$ cat src/rtl/pad_ctrl_pkg.sv
// Shared types for the bidir pad bank arbiter: FSM states and the per-bank
// pad configuration word with its safe (undriven) value.
package pad_ctrl_pkg;

    typedef enum logic [1:0] {
        IDLE = 2'd0,
        TURN = 2'd1,
        OWN  = 2'd2
    } pad_arb_state_e;

    // Field order matches the {cs,sl,pu,pd} nibble each requester supplies.
    typedef struct packed {
        logic cs;
        logic sl;
        logic pu;
        logic pd;
    } pad_cfg_t;

    localparam pad_cfg_t PAD_CFG_SAFE = '{cs: 1'b0, sl: 1'b0, pu: 1'b0, pd: 1'b0};

endpackage

$ cat src/rtl/rr_pick.sv
// Round-robin picker: first eligible request at or after ptr, wrapping,
// with any requester in exclude removed from consideration.
module rr_pick #(
    parameter int N  = 4,
    parameter int PW = (N > 1) ? $clog2(N) : 1
) (
    input  logic [N-1:0]  req,
    input  logic [PW-1:0] ptr,
    input  logic [N-1:0]  exclude,
    output logic [PW-1:0] idx,
    output logic          valid
);

    logic [N-1:0]  elig;
    logic [PW-1:0] cand;

    // NOTE: every variable gets a default before the loop so no path infers a latch.
    always_comb begin
        elig  = req & ~exclude;
        idx   = '0;
        valid = 1'b0;
        cand  = '0;
        for (int i = 0; i < N; i++) begin
            cand = PW'((int'(ptr) + i) % N);
            if (!valid && elig[cand]) begin
                valid = 1'b1;
                idx   = cand;
            end
        end
    end

endmodule

$ cat src/rtl/bidir_pad_arbiter.sv
// Round-robin owner arbitration of the bidir pad bank, with a tristate
// turnaround window between owners and an optional hold timeout.
`ifndef NUM_BIDIR_PADS
`define NUM_BIDIR_PADS 8
`endif

module bidir_pad_arbiter
    import pad_ctrl_pkg::*;
#(
    parameter int NUM_BIDIR_PADS = `NUM_BIDIR_PADS,
    parameter int NUM_REQ        = 4,
    parameter int TURN_CYCLES    = 2,
    parameter int MAX_HOLD       = 255
) (
    input  logic                              clk,
    input  logic                              rst_n,
    input  logic [NUM_REQ-1:0]                req,
    output logic [NUM_REQ-1:0]                gnt,
    output logic [NUM_REQ-1:0]                revoked,
    input  logic [NUM_REQ*NUM_BIDIR_PADS-1:0] req_out,
    input  logic [NUM_REQ*NUM_BIDIR_PADS-1:0] req_oe,
    input  logic [NUM_REQ*4-1:0]              req_cfg,
    output logic [NUM_BIDIR_PADS-1:0]         req_in,
    input  logic [NUM_BIDIR_PADS-1:0]         bidir_in,
    output logic [NUM_BIDIR_PADS-1:0]         bidir_out,
    output logic [NUM_BIDIR_PADS-1:0]         bidir_oe,
    output logic [NUM_BIDIR_PADS-1:0]         bidir_cs,
    output logic [NUM_BIDIR_PADS-1:0]         bidir_sl,
    output logic [NUM_BIDIR_PADS-1:0]         bidir_ie,
    output logic [NUM_BIDIR_PADS-1:0]         bidir_pu,
    output logic [NUM_BIDIR_PADS-1:0]         bidir_pd,
    output logic                              busy
);

    localparam int W  = NUM_BIDIR_PADS;
    localparam int N  = NUM_REQ;
    localparam int PW = (N > 1) ? $clog2(N) : 1;
    localparam int TW = (TURN_CYCLES > 1) ? $clog2(TURN_CYCLES) : 1;
    localparam int HW = (MAX_HOLD > 0) ? $clog2(MAX_HOLD + 1) : 1;

    if (NUM_REQ < 2) begin : g_bad_num_req
        $error("bidir_pad_arbiter: NUM_REQ must be >= 2");
    end
    if (TURN_CYCLES < 1) begin : g_bad_turn
        $error("bidir_pad_arbiter: TURN_CYCLES must be >= 1");
    end

    pad_arb_state_e state_q, state_d;
    logic [PW-1:0]  owner_q, owner_d;
    logic           owner_vld_q, owner_vld_d;
    logic [PW-1:0]  ptr_q, ptr_d;
    logic [TW-1:0]  tcnt_q, tcnt_d;
    logic [HW-1:0]  hcnt_q, hcnt_d;
    logic [N-1:0]   revoked_q, revoked_d;
    logic [W-1:0]   out_q, out_d;
    logic [W-1:0]   oe_q, oe_d;
    pad_cfg_t       cfg_q, cfg_d;
    logic [W-1:0]   req_in_q, req_in_d;

    logic [N-1:0]   owner_oh;
    logic           others_req;
    logic           timeout;
    logic           own_exit;
    logic [PW-1:0]  ptr_after_own;
    logic [PW-1:0]  pick_ptr;
    logic [N-1:0]   pick_excl;
    logic [PW-1:0]  pick_idx;
    logic           pick_valid;

    assign owner_oh      = N'(1) << owner_q;
    assign others_req    = |(req & ~owner_oh);
    assign timeout       = (MAX_HOLD != 0) && (hcnt_q == HW'(MAX_HOLD - 1)) && others_req;
    assign own_exit      = (state_q == OWN) && (!req[owner_q] || timeout);
    assign ptr_after_own = (owner_q == PW'(N - 1)) ? '0 : owner_q + 1'b1;

    // On OWN exit the next winner is chosen past the old owner, which is excluded.
    assign pick_ptr  = (state_q == OWN) ? ptr_after_own : ptr_q;
    assign pick_excl = (state_q == OWN) ? owner_oh : '0;

    rr_pick #(.N(N), .PW(PW)) u_rr_pick (
        .req     (req),
        .ptr     (pick_ptr),
        .exclude (pick_excl),
        .idx     (pick_idx),
        .valid   (pick_valid)
    );

    always_comb begin
        state_d     = state_q;
        owner_d     = owner_q;
        owner_vld_d = owner_vld_q;
        ptr_d       = ptr_q;
        tcnt_d      = tcnt_q;
        hcnt_d      = '0;
        revoked_d   = '0;
        out_d       = '0;
        oe_d        = '0;
        cfg_d       = PAD_CFG_SAFE;
        req_in_d    = '0;
        case (state_q)
            IDLE: begin
                if (pick_valid) begin
                    owner_d     = pick_idx;
                    owner_vld_d = 1'b1;
                    tcnt_d      = '0;
                    state_d     = TURN;
                end
            end
            TURN: begin
                if (tcnt_q == TW'(TURN_CYCLES - 1)) begin
                    tcnt_d  = '0;
                    state_d = (owner_vld_q && req[owner_q]) ? OWN : IDLE;
                end else if (tcnt_q != '1) begin
                    tcnt_d = tcnt_q + 1'b1;
                end
            end
            OWN: begin
                if (own_exit) begin
                    revoked_d   = (timeout && req[owner_q]) ? owner_oh : '0;
                    ptr_d       = ptr_after_own;
                    owner_d     = pick_idx;
                    owner_vld_d = pick_valid;
                    tcnt_d      = '0;
                    state_d     = TURN;
                end else begin
                    out_d    = req_out[owner_q*W +: W];
                    oe_d     = req_oe[owner_q*W +: W];
                    cfg_d    = pad_cfg_t'(req_cfg[owner_q*4 +: 4]);
                    req_in_d = bidir_in;
                    if (others_req) begin
                        hcnt_d = (hcnt_q != '1) ? hcnt_q + 1'b1 : hcnt_q;
                    end
                end
            end
            default: state_d = IDLE;
        endcase
    end

    // NOTE: non-blocking assignments so every flop samples pre-edge values.
    always_ff @(posedge clk) begin
        if (!rst_n) begin
            state_q     <= IDLE;
            owner_q     <= '0;
            owner_vld_q <= 1'b0;
            ptr_q       <= '0;
            tcnt_q      <= '0;
            hcnt_q      <= '0;
            revoked_q   <= '0;
            out_q       <= '0;
            oe_q        <= '0;
            cfg_q       <= PAD_CFG_SAFE;
            req_in_q    <= '0;
        end else begin
            state_q     <= state_d;
            owner_q     <= owner_d;
            owner_vld_q <= owner_vld_d;
            ptr_q       <= ptr_d;
            tcnt_q      <= tcnt_d;
            hcnt_q      <= hcnt_d;
            revoked_q   <= revoked_d;
            out_q       <= out_d;
            oe_q        <= oe_d;
            cfg_q       <= cfg_d;
            req_in_q    <= req_in_d;
        end
    end

    assign gnt       = (state_q == OWN) ? owner_oh : '0;
    assign revoked   = revoked_q;
    assign busy      = (state_q != IDLE);
    assign req_in    = req_in_q;
    assign bidir_out = out_q;
    assign bidir_oe  = oe_q;
    assign bidir_cs  = {W{cfg_q.cs}};
    assign bidir_sl  = {W{cfg_q.sl}};
    assign bidir_pu  = {W{cfg_q.pu}};
    assign bidir_pd  = {W{cfg_q.pd}};
    assign bidir_ie  = '1;

endmodule

$ cat config.mk
export PLATFORM = sky130hd
export DESIGN_NAME = bidir_pad_arbiter
export DESIGN_NICKNAME = d
export VERILOG_FILES = /design/src/rtl/pad_ctrl_pkg.sv /design/src/rtl/rr_pick.sv /design/src/rtl/bidir_pad_arbiter.sv
export SDC_FILE = /design/constraint.sdc
export NUM_CORES = 1
export LEC_CHECK = 0
export ABC_AREA = 1
export BUFFER_PORTS_ARGS = -buffer_cell sky130_fd_sc_hd__buf_2
export CAP_MARGIN = 20
export CORE_ASPECT_RATIO = 1.4
export CORE_MARGIN = 2
export CORE_UTILIZATION = 27
export DETAILED_ROUTE_END_ITERATION = 16
export GPL_TIMING_DRIVEN = 0
export MAX_ROUTING_LAYER = met4
export PLACE_DENSITY = 0.55
export SLEW_MARGIN = 20
export SYNTH_ARGS = -nofsm -noshare
export SYNTH_HDL_FRONTEND = slang
export SYNTH_HIERARCHICAL = 1
export SYNTH_SLANG_ARGS = --single-unit
$ cat constraint.sdc
create_clock -name clk -period 2.4 [get_ports clk]
set_input_delay 0.24 -clock clk [delete_from_list [all_inputs] [get_ports clk]]
set_output_delay 0.24 -clock clk [all_outputs]
set_load 0.01 [all_outputs]
==> results list <==
- The detail route stage leaves a number of antenna-violating nets equal to 0.
* Fraction of final layout cells with drive strength greater than 1: 46.0%
- Combined area of all synthesized cells: 0.00304 mm²
- Buffers inserted to repair hold after CTS numbered 0.
- Counting the buffers created by CTS gives 5.
- Worst EP required: 2580 ps
- Global-route wire length before repair: 15,400 µm
- Longest Clk Path Bufs: 2
* Worst hold stages: 3
- Top area cells in the synthesized netlist: dfxtp_1 (32%), nor2_1 (14%), buf_4 (9.1%), o21ai_0 (8.2%), nand2_1 (7.3%)
- Vias: 3,499
- Total routing resource utilization after global routing: between 15 and 20%
* Hold_sp: bidir_in[1]
- Yosys cell types: 32
- Total power per unit cell area: 507 mW/mm²
- Hold is met by 156 ps.
* Library cell used as clock root buffer: clkbuf_16
- Clock transition time at the flip-flop clock pins of the worst setup and hold paths: 70 ps
- Die Width: 93.7 µm
- Startpoint type of the worst setup path: flip-flop
* Clock Skews: 5.62 ps
* Synth top area share: 31.6%
* Area occupied by multi-input gates: roughly 0.0017 mm²
- Height of the die: 130 µm
- Type of the most critical hold path: in2reg
- Setup repair after global routing could not meet its margin everywhere.
- The first detailed-routing pass took 5 iterations.
* Crit share post-route: 96.6%
- Summing all non-filler instances in the final layout gives an area of 0.00456 mm².
* Prevailing post-synth register cell: dfxtp_1
- Number of cells on the worst reg-to-reg path: 15
* Run status: finished, final reports clean
* Starting utilization of the core area: 27.9%
- Max-cap violations in this run came to 0.
* Number of synthesized register bits: 48
- Seq. cell area: around 970 µm²
* Worst-case vdd ir drop: 0.255 mV
- Along the worst path, the maximum fanout reaches 6.
* CTS tree: built
- GPL Wtd Cong: 0.806
- Worst flop-to-flop path endpoint: owner_q[0]
* Leak pwr: 2.43 nW
* Slew at the pin closest to its max-slew limit: between 500 and 600 ps
* Area of the core: 0.0109 mm²
* Antenna fix cells: 0
* Net count reported at finish: about 750
- Synth Area per Inst: ~6.7 µm²
- H-tree depth: 2
- Num rows: 45
- For the worst-skew pair, the clock arrives at the later sink with an insertion delay of just under 300 ps.
* Number of I/O port buffers: 158
- The library cell used most frequently in the layout, excluding fill and tap cells, is buf_2.
* Achievable clock frequency: 431 MHz
- Crit. End Element: flip-flop
* Number of antenna violations at the first check in global routing: 0
- CTS sink count: 48
* Final setup violation count: 0
- Detail Placement HPWL: about 8000 µm
- The via count of the first global-routing pass is 3,257.
- Number of fill cells: between 1,000 and 1,500
- In the layout the commonest cells are buf_2 (160), nor2_1 (107), buf_4 (62).
* Cell taking the most area after synthesis: dfxtp_1
- Compared with the post-synthesis result, the final layout area differs by 49.8%.
- The final count of pins violating max slew came to 0.
- Entering global routing, the biggest net connects 18 pins.
* Shortest clock period the worst path allows after layout: approximately 2300 ps
* Via density per instance: 4.40
- The setup path with the least slack is of type reg2reg.
- Beginning of the worst register-to-register path: owner_q[1]
* Worst hold endpoint: req_in[1]
* Max transition margin: between 60% and 70%
* Initial drt markers: 111
- Count of final hold-check violations: 0
- After global routing the overflow that remains totals 0.
* Wire length after detailed routing: 10,300 µm
- Number of synthesized flops with an enable pin: 0
* Crit path arrival time: 2500 ps
* Average wire per standard cell: 13.0 µm
- In the routed design, unresolved DRC markers number 0.
- Overall die area: 0.0122 mm²
- Counting flops with an async set or reset pin after synthesis yields a share of 0%.
- 167 I/O pins were placed.
- Sequential elements use 31.6% of the synthesized area.
* Post-Syn Instances: 455
- Yosys Warn Count: 6
- Area post-placement: 0.00404 mm²
- Setup slack on the worst reg-to-reg path comes out at 80 ps.
## power breakdown
part	internal (W)	leakage [nW]	switching [W]
Clock	0.000495	0.0804	0.000318
Sequential	0.000812	0.389	0.0000157
Combinational	0.000295	1.96	0.000378
Total	0.00160	2.43	0.000712
## cells by family after synthesis
family / after synthesis / share of synthesized area (%)
fa+ha+maj: 6 / 2.47
xor+xnor: 2 / 0.576
compound gates: 77 / 14.0
buf+inv: 93 / 17.7
simple gates: 228 / 33.6
other cells: 1 / 0.123
flops: 48 / 31.6
## synth_stat cells, types with 3 or more instances
library cell / number
clkbuf_1: 8
o21ai_0: 50
dfxtp_1: 48
nor3_1: 5
buf_6: 5
inv_1: 35
a21oi_1: 16
nand3_1: 20
a21oi_2: 10
nand3b_1: 3
nor3b_1: 3
nand2_2: 9
nand3_2: 5
buf_4: 37
nor2_1: 114
nand2_1: 59
nor2_2: 3
ha_1: 6
## repair_timing
item                                   CTS  global route
cloned                                   0             1
setup buffers                            5            22
endpoints found under the hold margin    0             0
setup endpoints to repair                6             6
pin swaps                                0             7
gates resized for setup                  9            29
## sequential cells by signal (all words and copies together), names as in the netlist
signal       count
owner_vld_q      1
req_in           8
bidir_out        8
tcnt_q           1
bidir_cs         1
ptr_q            2
state_q          2
bidir_sl         1
owner_q          2
hcnt_q           8
bidir_pd         1
bidir_pu         1
revoked          4
bidir_oe         8
## worst max-delay path, cell delays in order (launching register included)
cell and delay [ps]:
dfxtp_4 400, clkinvlp_4 170, ha_4 320, nand2_4 50
o21ai_4 90, buf_4 160, nand3_2 110, nand2_4 110
nand2_2 70, nor2_4 120, nand3_2 100, o21a_1 230
nand2_2 80, inv_2 60, nor2_1 80, nor2_1 60
## layout make-up
class | instances | share of cell area (%)
plain buffers | 51 | 8.37
clock buffers | 5 | 2.74
clock inverters | 3 | 1.02
inverters | 40 | 3.76
multi-input cells | 321 | 36.5
flip-flops and latches | 48 | 21.2
well taps | 141 | 3.87
repair buffers | 186 | 22.5
## metal layers
layer | global-route usage (%) | wire length [µm] | vias to the layer above
met1 | 16.9 | 3700 | 1574
met3 | 2.79 | 736 | 8
li1 | - | - | 1790
met2 | 31.5 | 5720 | 127
met4 | 4.94 | 141 | 0
met5 | - | 0 | -
## per-stage QoR
step / cells / power [W] / setup TNS (ps) / util [%] / setup WS, ps
floorplan: 462 / 0.00120 / 0 / - / 2.11
global placement: 761 / 0.00139 / -2880 / 37.0 / -567
detailed placement: 761 / 0.00139 / -3060 / 37.0 / -580
CTS: 772 / 0.00224 / 0 / 39.0 / 33.1
global route: 795 / 0.00246 / -165 / 41.7 / -73.1
finish: 795 / 0.00231 / 0 / 41.7 / 80.6
## worst max path at each step
| stage | from | to | cells past startpoint |
|---|---|---|---|
| floorplan | owner_q[0] | owner_q[1] | 18 |
| global placement | owner_q[1] | owner_q[0] | 17 |
| detailed placement | owner_q[1] | owner_q[0] | 17 |
| CTS | owner_q[0] | owner_q[0] | 18 |
| global route | owner_q[0] | owner_q[0] | 18 |
| finish | owner_q[1] | owner_q[0] | 15 |
(Power assumes the default switching activity.)
